<file path="src/rtl/dfr_pkg.sv">
// Shared types and constants for the DFR run sequencer.
package dfr_pkg;

   localparam int DFR_ADDR_WIDTH = 16;
   localparam int DFR_CNT_WIDTH  = 32;

   localparam int DBG_STATE_LSB = 28;
   localparam int DBG_ERR_BIT   = 27;
   localparam int DBG_IDX_W     = 16;

   typedef enum logic [3:0] {
      S_IDLE    = 4'd0,
      S_LATCH   = 4'd1,
      S_RD      = 4'd2,
      S_STEP    = 4'd3,
      S_DP      = 4'd4,
      S_DP_WAIT = 4'd5,
      S_OUT_WR  = 4'd6,
      S_DONE    = 4'd7
   } state_t;

   typedef enum logic [1:0] {
      PH_IDLE  = 2'd0,
      PH_INIT  = 2'd1,
      PH_TRAIN = 2'd2,
      PH_TEST  = 2'd3
   } phase_t;

   // First phase after cur whose sample count is nonzero; PH_IDLE when none remain.
   function automatic phase_t next_phase(input phase_t cur, input logic init_nz,
                                         input logic train_nz, input logic test_nz);
      phase_t nxt;
      nxt = PH_IDLE;
      if (cur == PH_IDLE && init_nz)
         nxt = PH_INIT;
      else if ((cur == PH_IDLE || cur == PH_INIT) && train_nz)
         nxt = PH_TRAIN;
      else if (cur != PH_TEST && test_nz)
         nxt = PH_TEST;
      return nxt;
   endfunction

endpackage

</file>
<file path="src/rtl/dfr_step_counter.sv">
// Nested sample/step counter; the parent supplies the sample count of the current phase.
module dfr_step_counter #(
   parameter int CNT_WIDTH = 32
) (
   input  logic                 S_AXI_ACLK,
   input  logic                 S_AXI_ARESETN,
   input  logic                 load,
   input  logic                 inc,
   input  logic [CNT_WIDTH-1:0] num_steps,
   input  logic [CNT_WIDTH-1:0] num_samples,
   output logic [CNT_WIDTH-1:0] sample_idx,
   output logic                 last_step,
   output logic                 last_sample
);

   localparam logic [CNT_WIDTH-1:0] ONE = CNT_WIDTH'(1);

   logic [CNT_WIDTH-1:0] step_idx;

   assign last_step   = (step_idx == num_steps - ONE);
   assign last_sample = (sample_idx == num_samples - ONE);

   always_ff @(posedge S_AXI_ACLK) begin
      if (!S_AXI_ARESETN) begin
         step_idx   <= '0;
         sample_idx <= '0;
      end else if (load) begin
         step_idx   <= '0;
         sample_idx <= '0;
      end else if (inc) begin
         if (last_step) begin
            step_idx   <= '0;
            sample_idx <= last_sample ? '0 : sample_idx + ONE;
         end else begin
            step_idx <= step_idx + ONE;
         end
      end
   end

endmodule

</file>
<file path="src/rtl/dfr_run_sequencer.sv">
// DFR run sequencer: walks init/train/test phases, stepping the reservoir and launching readout.
// Optional abort input is enabled by defining DFR_SEQ_ABORT_EN.
//
// state   | meaning
// IDLE    | wait for a rising edge of start
// LATCH   | counts captured; pick first phase or finish
// RD      | input memory read at the global step index
// STEP    | reservoir step request; history write on accept
// DP      | dot-product launch pulse
// DP_WAIT | wait for dot-product result
// OUT_WR  | write result for the current test sample
// DONE    | one-cycle done pulse
module dfr_run_sequencer
   import dfr_pkg::*;
#(
   parameter int ADDR_WIDTH = DFR_ADDR_WIDTH,
   parameter int CNT_WIDTH  = DFR_CNT_WIDTH
) (
   input  logic                  S_AXI_ACLK,
   input  logic                  S_AXI_ARESETN,
   input  logic                  start,
   input  logic [CNT_WIDTH-1:0]  num_init_samples,
   input  logic [CNT_WIDTH-1:0]  num_train_samples,
   input  logic [CNT_WIDTH-1:0]  num_test_samples,
   input  logic [CNT_WIDTH-1:0]  num_steps_per_sample,
`ifdef DFR_SEQ_ABORT_EN
   input  logic                  abort,
`endif
   output logic                  busy,
   output logic                  done,
   output logic                  in_mem_rd,
   output logic [ADDR_WIDTH-1:0] in_mem_addr,
   output logic                  res_step_valid,
   input  logic                  res_step_ready,
   output logic                  hist_wr,
   output logic [ADDR_WIDTH-1:0] hist_addr,
   output logic                  dp_start,
   input  logic                  dp_done,
   output logic                  out_mem_wr,
   output logic [ADDR_WIDTH-1:0] out_mem_addr,
   output logic [1:0]            phase,
   output logic [31:0]           debug
);

   state_t                state_q, state_d;
   phase_t                phase_q, phase_d, nxt_phase;
   logic                  start_q, launch, any_samples;
   logic                  err_q, set_err, cnt_inc, step_acc, abort_hit;
   logic [CNT_WIDTH-1:0]  init_q, train_q, test_q, steps_q, cur_samples;
   logic [ADDR_WIDTH-1:0] gstep_q, hist_q;
   logic [CNT_WIDTH-1:0]  sample_idx;
   logic                  last_step, last_sample;

`ifdef DFR_SEQ_ABORT_EN
   assign abort_hit = abort && (state_q != S_IDLE) && (state_q != S_DONE);
`else
   assign abort_hit = 1'b0;
`endif

   assign launch      = (state_q == S_IDLE) && start && !start_q;
   assign any_samples = (init_q != '0) || (train_q != '0) || (test_q != '0);
   assign nxt_phase   = next_phase(phase_q, init_q != '0, train_q != '0, test_q != '0);

   always_comb begin
      case (phase_q)
         PH_INIT:  cur_samples = init_q;
         PH_TRAIN: cur_samples = train_q;
         PH_TEST:  cur_samples = test_q;
         default:  cur_samples = '0;
      endcase
   end

   dfr_step_counter #(.CNT_WIDTH(CNT_WIDTH)) u_cnt (
      .S_AXI_ACLK    (S_AXI_ACLK),
      .S_AXI_ARESETN (S_AXI_ARESETN),
      .load          (launch),
      .inc           (cnt_inc),
      .num_steps     (steps_q),
      .num_samples   (cur_samples),
      .sample_idx    (sample_idx),
      .last_step     (last_step),
      .last_sample   (last_sample)
   );

   always_ff @(posedge S_AXI_ACLK) begin
      if (!S_AXI_ARESETN)
         state_q <= S_IDLE;
      else
         state_q <= state_d;
   end

   always_comb begin
      state_d        = state_q;
      phase_d        = phase_q;
      set_err        = 1'b0;
      cnt_inc        = 1'b0;
      step_acc       = 1'b0;
      busy           = 1'b0;
      done           = 1'b0;
      in_mem_rd      = 1'b0;
      res_step_valid = 1'b0;
      hist_wr        = 1'b0;
      dp_start       = 1'b0;
      out_mem_wr     = 1'b0;
      case (state_q)
         S_IDLE: if (launch) state_d = S_LATCH;
         S_LATCH: begin
            busy = 1'b1;
            if (!any_samples) begin
               state_d = S_DONE;
            end else if (steps_q == '0) begin
               state_d = S_DONE;
               set_err = 1'b1;
            end else begin
               state_d = S_RD;
               phase_d = nxt_phase;
            end
         end
         S_RD: begin
            busy      = 1'b1;
            in_mem_rd = 1'b1;
            state_d   = S_STEP;
         end
         S_STEP: begin
            busy           = 1'b1;
            res_step_valid = 1'b1;
            if (res_step_ready) begin
               step_acc = 1'b1;
               hist_wr  = (phase_q != PH_INIT);
               if (!last_step) begin
                  cnt_inc = 1'b1;
                  state_d = S_RD;
               end else if (phase_q == PH_TEST) begin
                  // test samples advance only after their result is written
                  state_d = S_DP;
               end else begin
                  cnt_inc = 1'b1;
                  if (!last_sample) begin
                     state_d = S_RD;
                  end else if (nxt_phase == PH_IDLE) begin
                     state_d = S_DONE;
                  end else begin
                     phase_d = nxt_phase;
                     state_d = S_RD;
                  end
               end
            end
         end
         S_DP: begin
            busy     = 1'b1;
            dp_start = 1'b1;
            state_d  = S_DP_WAIT;
         end
         S_DP_WAIT: begin
            busy = 1'b1;
            if (dp_done) state_d = S_OUT_WR;
         end
         S_OUT_WR: begin
            busy       = 1'b1;
            out_mem_wr = 1'b1;
            cnt_inc    = 1'b1;
            state_d    = last_sample ? S_DONE : S_RD;
         end
         S_DONE: begin
            done    = 1'b1;
            state_d = S_IDLE;
         end
         default: state_d = S_IDLE;
      endcase
      if (abort_hit) begin
         state_d        = S_DONE;
         set_err        = 1'b1;
         cnt_inc        = 1'b0;
         step_acc       = 1'b0;
         res_step_valid = 1'b0;
         hist_wr        = 1'b0;
      end
      if (state_d == S_DONE) phase_d = PH_IDLE;
   end

   always_ff @(posedge S_AXI_ACLK) begin
      if (!S_AXI_ARESETN) begin
         start_q <= 1'b0;
         phase_q <= PH_IDLE;
         err_q   <= 1'b0;
         init_q  <= '0;
         train_q <= '0;
         test_q  <= '0;
         steps_q <= '0;
         gstep_q <= '0;
         hist_q  <= '0;
      end else begin
         start_q <= start;
         phase_q <= phase_d;
         if (launch) begin
            init_q  <= num_init_samples;
            train_q <= num_train_samples;
            test_q  <= num_test_samples;
            steps_q <= num_steps_per_sample;
            err_q   <= 1'b0;
            gstep_q <= '0;
            hist_q  <= '0;
         end else begin
            if (set_err) err_q <= 1'b1;
            if (step_acc) begin
               gstep_q <= gstep_q + ADDR_WIDTH'(1);
               if (phase_q != PH_INIT) hist_q <= hist_q + ADDR_WIDTH'(1);
            end
         end
      end
   end

   assign in_mem_addr  = gstep_q;
   assign hist_addr    = hist_q;
   assign out_mem_addr = ADDR_WIDTH'(sample_idx);
   assign phase        = phase_q;

   always_comb begin
      debug                        = '0;
      debug[DBG_STATE_LSB +: 4]    = state_q;
      debug[DBG_ERR_BIT]           = err_q;
      if (phase_q == PH_TEST)
         debug[DBG_IDX_W-1:0] = DBG_IDX_W'(sample_idx);
   end

endmodule

</file>
<file path="config.mk">
export PLATFORM = sky130hd
export DESIGN_NAME = dfr_run_sequencer
export DESIGN_NICKNAME = d
export VERILOG_FILES = /design/src/rtl/dfr_pkg.sv /design/src/rtl/dfr_step_counter.sv /design/src/rtl/dfr_run_sequencer.sv
export SDC_FILE = /design/constraint.sdc
export NUM_CORES = 1
export LEC_CHECK = 0
export BUFFER_PORTS_ARGS = -buffer_cell sky130_fd_sc_hd__buf_2
export CAP_MARGIN = 20
export CORE_ASPECT_RATIO = 0.75
export CORE_MARGIN = 4
export CORE_UTILIZATION = 53
export CTS_BUF_LIST = sky130_fd_sc_hd__clkbuf_8
export DETAILED_ROUTE_END_ITERATION = 8
export MAX_ROUTING_LAYER = met4
export PLACE_DENSITY = 0.75
export SYNTH_ARGS = -nofsm -noshare
export SYNTH_HDL_FRONTEND = slang
export SYNTH_SLANG_ARGS = --single-unit
</file>
<file path="constraint.sdc">
create_clock -name S_AXI_ACLK -period 8.2 [get_ports S_AXI_ACLK]
set_input_delay 0.41 -clock S_AXI_ACLK [delete_from_list [all_inputs] [get_ports S_AXI_ACLK]]
set_output_delay 0.41 -clock S_AXI_ACLK [all_outputs]
set_load 0.1 [all_outputs]
</file>
---- After elaboration in Yosys (flattened, before gate mapping) ----
Index checks and enable logic that the tools add are counted.
storage, ports and cells
  register bits after elaboration ......... 232
  bits of input ports ..................... 133
  output and inout bits ................... 89
cells by class
  add/subtract/negate cells ............... 6
  equality and inequality tests ........... 22
  mux-type cells .......................... 43
  bitwise logic cells ..................... 1
  reductions and logical operators ........ 23
operators with widths
  kind                                                count
  one-hot mux 32 bit (3 select lines)                 1
  nonzero test 32 bit                                 3
  adder 32 x 1 -> 32 bit, second input constant       2
  == test 32 bit                                      2
  two-way mux 32 bit                                  2
  subtractor 32 x 1 -> 32 bit, second input constant  2
  adder 16 x 1 -> 16 bit, second input constant       2
  zero test 32 bit                                    1
  one-hot mux 4 bit (7 select lines)                  1
  two-way mux 3 bit                                   7
  == test 4 x 3 -> 1 bit, second input constant       5
  two-way mux 2 bit                                   10
  two-way mux 1 bit                                   16
  two-way mux 16 bit                                  1
  != test 2 bit, second input constant                8
  two-way mux 4 bit                                   3
  == test 4 x 2 -> 1 bit, second input constant       2
  AND reduction 8 bit                                 1
  OR reduction 6 bit                                  1
  logical AND 1 bit                                   5
  == test 2 bit, second input constant                2
  == test 4 x 1 -> 1 bit, second input constant       1
  zero test 2 bit                                     2
  zero test 4 bit                                     1
  other kinds (10)                                    14

---- Longest topological paths before layout ----
  depth in word-level cells ............... 14
  gate-level depth with buffers ........... 17

---- Modules after synthesis ----
Synthesis repeated with hierarchy kept, for this count alone.
second synthesis, totals
  cells, all modules ...................... 1714
  area, all modules ....................... 13071.3 µm²
by module, submodules not included
  module             times used  cells an instance  area each (µm²)  sequential area each (µm²)
  dfr_run_sequencer  1           979                7505.9           3363.2
  dfr_step_counter   1           735                5565.3           1281.2

---- Worst setup path before layout ----
OpenSTA, ideal clock, no wires.
  kind .................................... reg-to-reg
  from .................................... register state_q[0]
  to ...................................... register hist_q[15], in the netlist hist_addr[15]
  data arrival time ....................... 7.167 ns
  data required time ...................... 8.072 ns
  slack ................................... 0.905 ns
  stages on the path, launching flop included .. 12
  buffers on the path ..................... 1
  clock period less this slack ............ 7.295 ns
  cell sequence ........................... dfxtp_1 clkbuf_1 nand2_1 nor3_1 nand2_1 a21oi_1 and3_1 and3_1 nand2_1 nor2_1 xnor2_1 nor2_1
on the way
  longest elaborated chain between the ends .. 4
ends and longest elaborated chain
  element                          RTL line                  text
  start: declaration               dfr_run_sequencer.sv:45   state_t state_q, state_d;
  start signal: assignment         dfr_run_sequencer.sv:89   state_q <= state_d;
  zero test 4 bit                  dfr_run_sequencer.sv:60   assign launch = (state_q == S_IDLE) && start && !start_q;
  logical AND 1 bit (2 in series)  dfr_run_sequencer.sv:60
  OR reduction 2 bit (no line)     -
  end signal: assignment           dfr_run_sequencer.sv:207  if (phase_q != PH_INIT) hist_q <= hist_q + ADDR_WIDTH'(1);
  end: declaration                 dfr_run_sequencer.sv:50   logic [ADDR_WIDTH-1:0] gstep_q, hist_q;
Parallel ways exist; a longest one is shown, timed or not.
A chain may end at the register's enable or synchronous reset.

---- Final worst setup path ----
  from .................................... register phase_q[0], in the netlist phase[0]
  to ...................................... register u_cnt.sample_idx[31]
on the way
  longest elaborated chain between the ends .. 6
ends and longest elaborated chain
  element                                                              RTL line                  text
  start: declaration                                                   dfr_run_sequencer.sv:46   phase_t phase_q, phase_d, nxt_phase;
  start signal: assignment                                             dfr_run_sequencer.sv:194  phase_q <= phase_d;
  branches (longest 6 deep; another with subtractor 32 x 1 -> 32 bit)  -
  end signal: assignment                                               dfr_step_counter.sv:33    sample_idx <= last_sample ? '0 : sample_idx + ONE;
  end: declaration                                                     dfr_step_counter.sv:11    output logic [CNT_WIDTH-1:0] sample_idx,
Parallel ways; which one is timed is not known.

==> out/qor.txt <==
DRT
-------------------------------------------------------------------------------------------
Number of design-rule violations left by the first detailed-router iteration           1495
Routed vias/inst                                                                       6.07
ANT nets after route                                                                      0
Post-detailed-route DRC marker count                                                      0
Routed length per instance                                                          19.1 um
Vias                                                                                  13900
Final wirelength                                                                   44000 um
Iteration count of the initial detailed-routing pass                                      6

SYNTH
-------------------------------------------------------------------------------------------
Share of synthesized flip-flops with an asynchronous set or reset                         0
Post-synthesis share of cell area spent on and, or, nand and nor gates                0.321
Number of enable-type register cells in the synthesized netlist                           0
Mean instance size in the synthesized netlist                                    7.76 sq um
Largest area contributor in the netlist                                        sky130_fd_sc_hd__dfxtp_1
Unique cell type count in the Yosys netlist                                              77
Post-synthesis cell area                                                        13900 sq um
Largest family of logic cells by synthesized area                              simple AND/OR/NAND/NOR gates
Share of synthesized area spent on multiplexers                                      0.0355
Post-synthesis sequential element count                                                 232
Number of warning messages in the yosys log                                               0
XOR/XNOR Fraction of Synth Area                                                      0.0744
Synth Area in Adders                                                                0.00630
Flip-flop cell with the highest count after synthesis                          sky130_fd_sc_hd__dfxtp_1
Post-synthesis compound-gate area fraction                                            0.170
Proportion of synthesized chip area in sequential cells                               0.334
Yosys top cell area share                                                             0.334
Number of instances in the synthesized netlist                                         1792
Ranking of synthesized cells by area                                           sky130_fd_sc_hd__dfxtp_1 33%, sky130_fd_sc_hd__nand2_1 9.2%, sky130_fd_sc_hd__a21boi_0 7.0%

FLOORPLANNING
-------------------------------------------------------------------------------------------
Number of standard-cell rows in the floorplan                                            51
Number of top-level design ports                                                        222
Core region area                                                                25900 sq um
Die area                                                                        28900 sq um
Initial core utilization                                                              0.536
Die span in x                                                                        195 um
Die extent in y                                                                      148 um

PWR
-------------------------------------------------------------------------------------------
Leakage Power                                                                       5.94 nW
Max rail drop VDD                                                                    134 uV
Power per cell area                                                             167 nW/um^2

WORST HOLD PATH
-------------------------------------------------------------------------------------------
Type of the most critical hold path                                                  in2reg
Worst hold path startpoint                                                     num_steps_per_sample[2]
Min-Delay Path Depth                                                                      3
Endpoint of the worst hold path                                                  steps_q[2]

RUN STATUS
-------------------------------------------------------------------------------------------
Status                                                                         finished, final reports clean

PLACED DESIGN
-------------------------------------------------------------------------------------------
Post-place instance area                                                        14800 sq um
Global placer's final weighted congestion                                             0.984
Buffers on Ports                                                                        210
Half-perimeter wire length after placement                                         33000 um
Placed cell count                                                                      2232

FINAL LAYOUT
-------------------------------------------------------------------------------------------
Count of antenna diodes in the layout                                                     0
Area of all placed cells without fillers                                        15600 sq um
Area Overhead vs Synth                                                                12.5%
Share of layout cells above drive strength 1                                          0.164
Final core area utilization                                                           0.603
Fin nets                                                                               2068
Non-filler cells, final                                                                2298

TIMING
-------------------------------------------------------------------------------------------
Clock Skew                                                                        0.0381 ns
Normalized max-slew margin                                                            0.293
Unrepaired setup endpoints after global routing                                          no
Minimum hold slack                                                                0.0813 ns
Final count of negative-setup-slack endpoints                                             0
Final critical-path share of the clock period                                         0.706
Peak clock frequency supported by timing                                            173 MHz
Clock period minus worst slack                                                      5.79 ns
Number of hold violations in the final report                                             0
Actual transition at the worst max-transition pin                                   1.06 ns
Pins over their slew limit                                                                0
Total Negative Setup Slacks                                                            0 ns

CLOCKING
-------------------------------------------------------------------------------------------
Number of clock buffers inserted by TritonCTS                                            38
Cts-stage hold buffer count                                                               0
Number of gates resized after CTS                                                         0
Clock Latency Late Sink                                                             0.57 ns
Clock tree from TritonCTS                                                               yes
Setup fix buffers added after clock tree synthesis                                        0
Worst-path clk slew                                                                 0.07 ns
Clock tree sinks                                                                        232
Clock root cell                                                                sky130_fd_sc_hd__clkbuf_8
Max Buffers Root-to-Sink                                                                  3
Maximum level of the CTS H-tree                                                           2

WORST SETUP PATH
-------------------------------------------------------------------------------------------
CP peak stage delay                                                                 0.71 ns
Delay-heaviest family, CP                                                      simple AND/OR/NAND/NOR gates
Startpoint Class                                                                   register
R2r setup slk                                                                       2.41 ns
Worst EP arrival                                                                    6.23 ns
Required arrival time at the worst endpoint                                         8.64 ns
Count of buffer and inverter cells on the critical path                                   1
Worst reg2reg path depth                                                                 11
Path type of the worst setup path                                                   reg2reg
Crit Path Max Fanout                                                                     52
Worst reg2reg endpoint                                                         u_cnt.sample_idx[31]
Startpoint of the worst register-to-register path                                  phase[0]
Kind of capture point of the worst setup path                                      register
Most frequent CP cell                                                          sky130_fd_sc_hd__nand4_1
Worst path cell trace                                                          buf_4, mux2i_1, o21ai_0, nor4_1, nand4_1, o41ai_1, nand4_1, or4_4, nor4b_4, a21o_2, o21ba_2
Critical path's slowest cell                                                   sky130_fd_sc_hd__nor4_1
Startpoint of the most critical setup path                                         phase[0]

GRT
-------------------------------------------------------------------------------------------
Number of global-route vias before repair                                             12400
Maximum number of pins on one net before global-route repair                            118
Tot GR Track Use                                                                      0.302
Number of antenna violations at the first check in global routing                         0
Global route total overflow                                                               0
First-pass GRT wire length                                                         69000 um

FLOW RUN
-------------------------------------------------------------------------------------------
Number of max-cap violations                                                              0

## cells in the mapped netlist (5+ instances only)
library cell and instances:
sky130_fd_sc_hd__mux2i_1 47, sky130_fd_sc_hd__nor4b_1 8, sky130_fd_sc_hd__nand3_1 42, sky130_fd_sc_hd__and4_1 14
sky130_fd_sc_hd__or2_2 10, sky130_fd_sc_hd__o21a_1 5, sky130_fd_sc_hd__nor2_1 114, sky130_fd_sc_hd__o21ai_0 58
sky130_fd_sc_hd__inv_1 30, sky130_fd_sc_hd__nor4_2 6, sky130_fd_sc_hd__ha_1 7, sky130_fd_sc_hd__nor3b_1 6
sky130_fd_sc_hd__and2_1 17, sky130_fd_sc_hd__nand2_1 342, sky130_fd_sc_hd__buf_1 5, sky130_fd_sc_hd__or3_1 32
sky130_fd_sc_hd__a21oi_1 59, sky130_fd_sc_hd__nand2b_1 5, sky130_fd_sc_hd__o21ai_1 6, sky130_fd_sc_hd__a31oi_1 7
sky130_fd_sc_hd__nand4_1 59, sky130_fd_sc_hd__nor4_1 52, sky130_fd_sc_hd__dfxtp_1 232, sky130_fd_sc_hd__xor2_1 66
sky130_fd_sc_hd__buf_4 33, sky130_fd_sc_hd__o211ai_1 7, sky130_fd_sc_hd__or4_1 26, sky130_fd_sc_hd__a21boi_0 130
sky130_fd_sc_hd__o31ai_1 20, sky130_fd_sc_hd__clkbuf_1 74, sky130_fd_sc_hd__nand3b_1 36, sky130_fd_sc_hd__and3_1 31
sky130_fd_sc_hd__o41ai_1 5, sky130_fd_sc_hd__o2111ai_1 5, sky130_fd_sc_hd__a211oi_1 9, sky130_fd_sc_hd__xnor2_1 52
sky130_fd_sc_hd__nor3_1 42, sky130_fd_sc_hd__buf_2 22
## area by class of cell
| class | instances | area (sq um) |
|---|---|---|
| sequential | 232 | 4650 |
| tap | 344 | 430 |
| fill | 2378 | 10300 |
| timing repair buffer | 224 | 1160 |
| clock inverter | 14 | 88.8 |
| multi-input combinational | 1402 | 8480 |
| inverter | 30 | 113 |
| clock buffer | 52 | 716 |
## report_power, final
| part | internal (W) | leakage (nW) | total [W] | switching, W |
|---|---|---|---|---|
| combinational | 0.000125 | 3.61 | 0.000339 | 0.000214 |
| clock | 0.000594 | 0.444 | 0.00108 | 0.000481 |
| sequential | 0.00116 | 1.88 | 0.00119 | 0.0000388 |
## how the worst max path moves through the flow
stage | end | slack [ns] | depth (start not counted)
6_report | u_cnt.sample_idx[31] | 2.41 | 11
5_1_grt | u_cnt.sample_idx[31] | 1.97 | 11
4_1_cts | u_cnt.sample_idx[31] | 2.49 | 11
3_5_place_dp | u_cnt.sample_idx[31] | 2.51 | 11
3_3_place_gp | u_cnt.sample_idx[31] | 2.69 | 11
2_1_floorplan | hist_addr[15] | 0.91 | 11
## cell usage in the layout (no fill, tap or decap), types with 7 or more instances in the layout
cell / synthesis / layout
sky130_fd_sc_hd__nand2_1: 342 / 342
sky130_fd_sc_hd__dfxtp_1: 232 / 231
sky130_fd_sc_hd__buf_2: 22 / 210
sky130_fd_sc_hd__a21boi_0: 130 / 130
sky130_fd_sc_hd__nor2_1: 114 / 114
sky130_fd_sc_hd__xor2_1: 66 / 66
sky130_fd_sc_hd__a21oi_1: 59 / 59
sky130_fd_sc_hd__nand4_1: 59 / 59
sky130_fd_sc_hd__o21ai_0: 58 / 58
sky130_fd_sc_hd__xnor2_1: 52 / 52
sky130_fd_sc_hd__nor4_1: 52 / 52
sky130_fd_sc_hd__clkbuf_8: 0 / 52
sky130_fd_sc_hd__mux2i_1: 47 / 47
sky130_fd_sc_hd__nor3_1: 42 / 42
sky130_fd_sc_hd__nand3_1: 42 / 42
sky130_fd_sc_hd__inv_1: 30 / 39
sky130_fd_sc_hd__nand3b_1: 36 / 36
sky130_fd_sc_hd__or3_1: 32 / 32
sky130_fd_sc_hd__and3_1: 31 / 31
sky130_fd_sc_hd__or4_1: 26 / 26
sky130_fd_sc_hd__o31ai_1: 20 / 20
sky130_fd_sc_hd__and2_1: 17 / 17
sky130_fd_sc_hd__and4_1: 14 / 14
sky130_fd_sc_hd__buf_4: 33 / 14
sky130_fd_sc_hd__conb_1: 1 / 12
sky130_fd_sc_hd__or2_2: 10 / 10
sky130_fd_sc_hd__a211oi_1: 9 / 9
sky130_fd_sc_hd__nor4b_1: 8 / 8
sky130_fd_sc_hd__o211ai_1: 7 / 7
sky130_fd_sc_hd__a31oi_1: 7 / 7
sky130_fd_sc_hd__ha_1: 7 / 7
## layer usage
metal | global-route usage | share of wire | vias to the layer above
met5 | - | 0 | -
met4 | 0.0593 | 0.014 | 0
met3 | 0.0620 | 0.11 | 60
met2 | 0.388 | 0.38 | 702
met1 | 0.478 | 0.49 | 6559
li1 | - | - | 6626
## sequential cells by signal, indices dropped and copies added (netlist names)
signal / count
start_q: 1
state_q: 4
err_q: 1
u_cnt.sample_idx: 32
init_q: 32
u_cnt.step_idx: 32
steps_q: 32
test_q: 32
train_q: 32
in_mem_addr: 16
phase: 2
hist_addr: 16
## logic make-up after synthesis
kind of cell    Yosys count
mux                      49
other cells               1
simple gates            868
compound gates          348
flops                   232
xor+xnor                118
buf+inv                 169
fa+ha+maj                 7
## worst min-delay path, cell delays in order
cell and delay, ns:
sky130_fd_sc_hd__buf_2 0.09, sky130_fd_sc_hd__nand2_1 0.04, sky130_fd_sc_hd__a21boi_0 0.06
## metrics by stage
step           total power, W  setup WS (ns)
6_report              0.00261           2.41
3_3_place_gp          0.00155           2.69
2_1_floorplan         0.00145          0.905
4_1_cts               0.00262           2.49
5_1_grt               0.00271           1.97
3_5_place_dp          0.00155           2.51
Power figures use the tool's default switching activity.
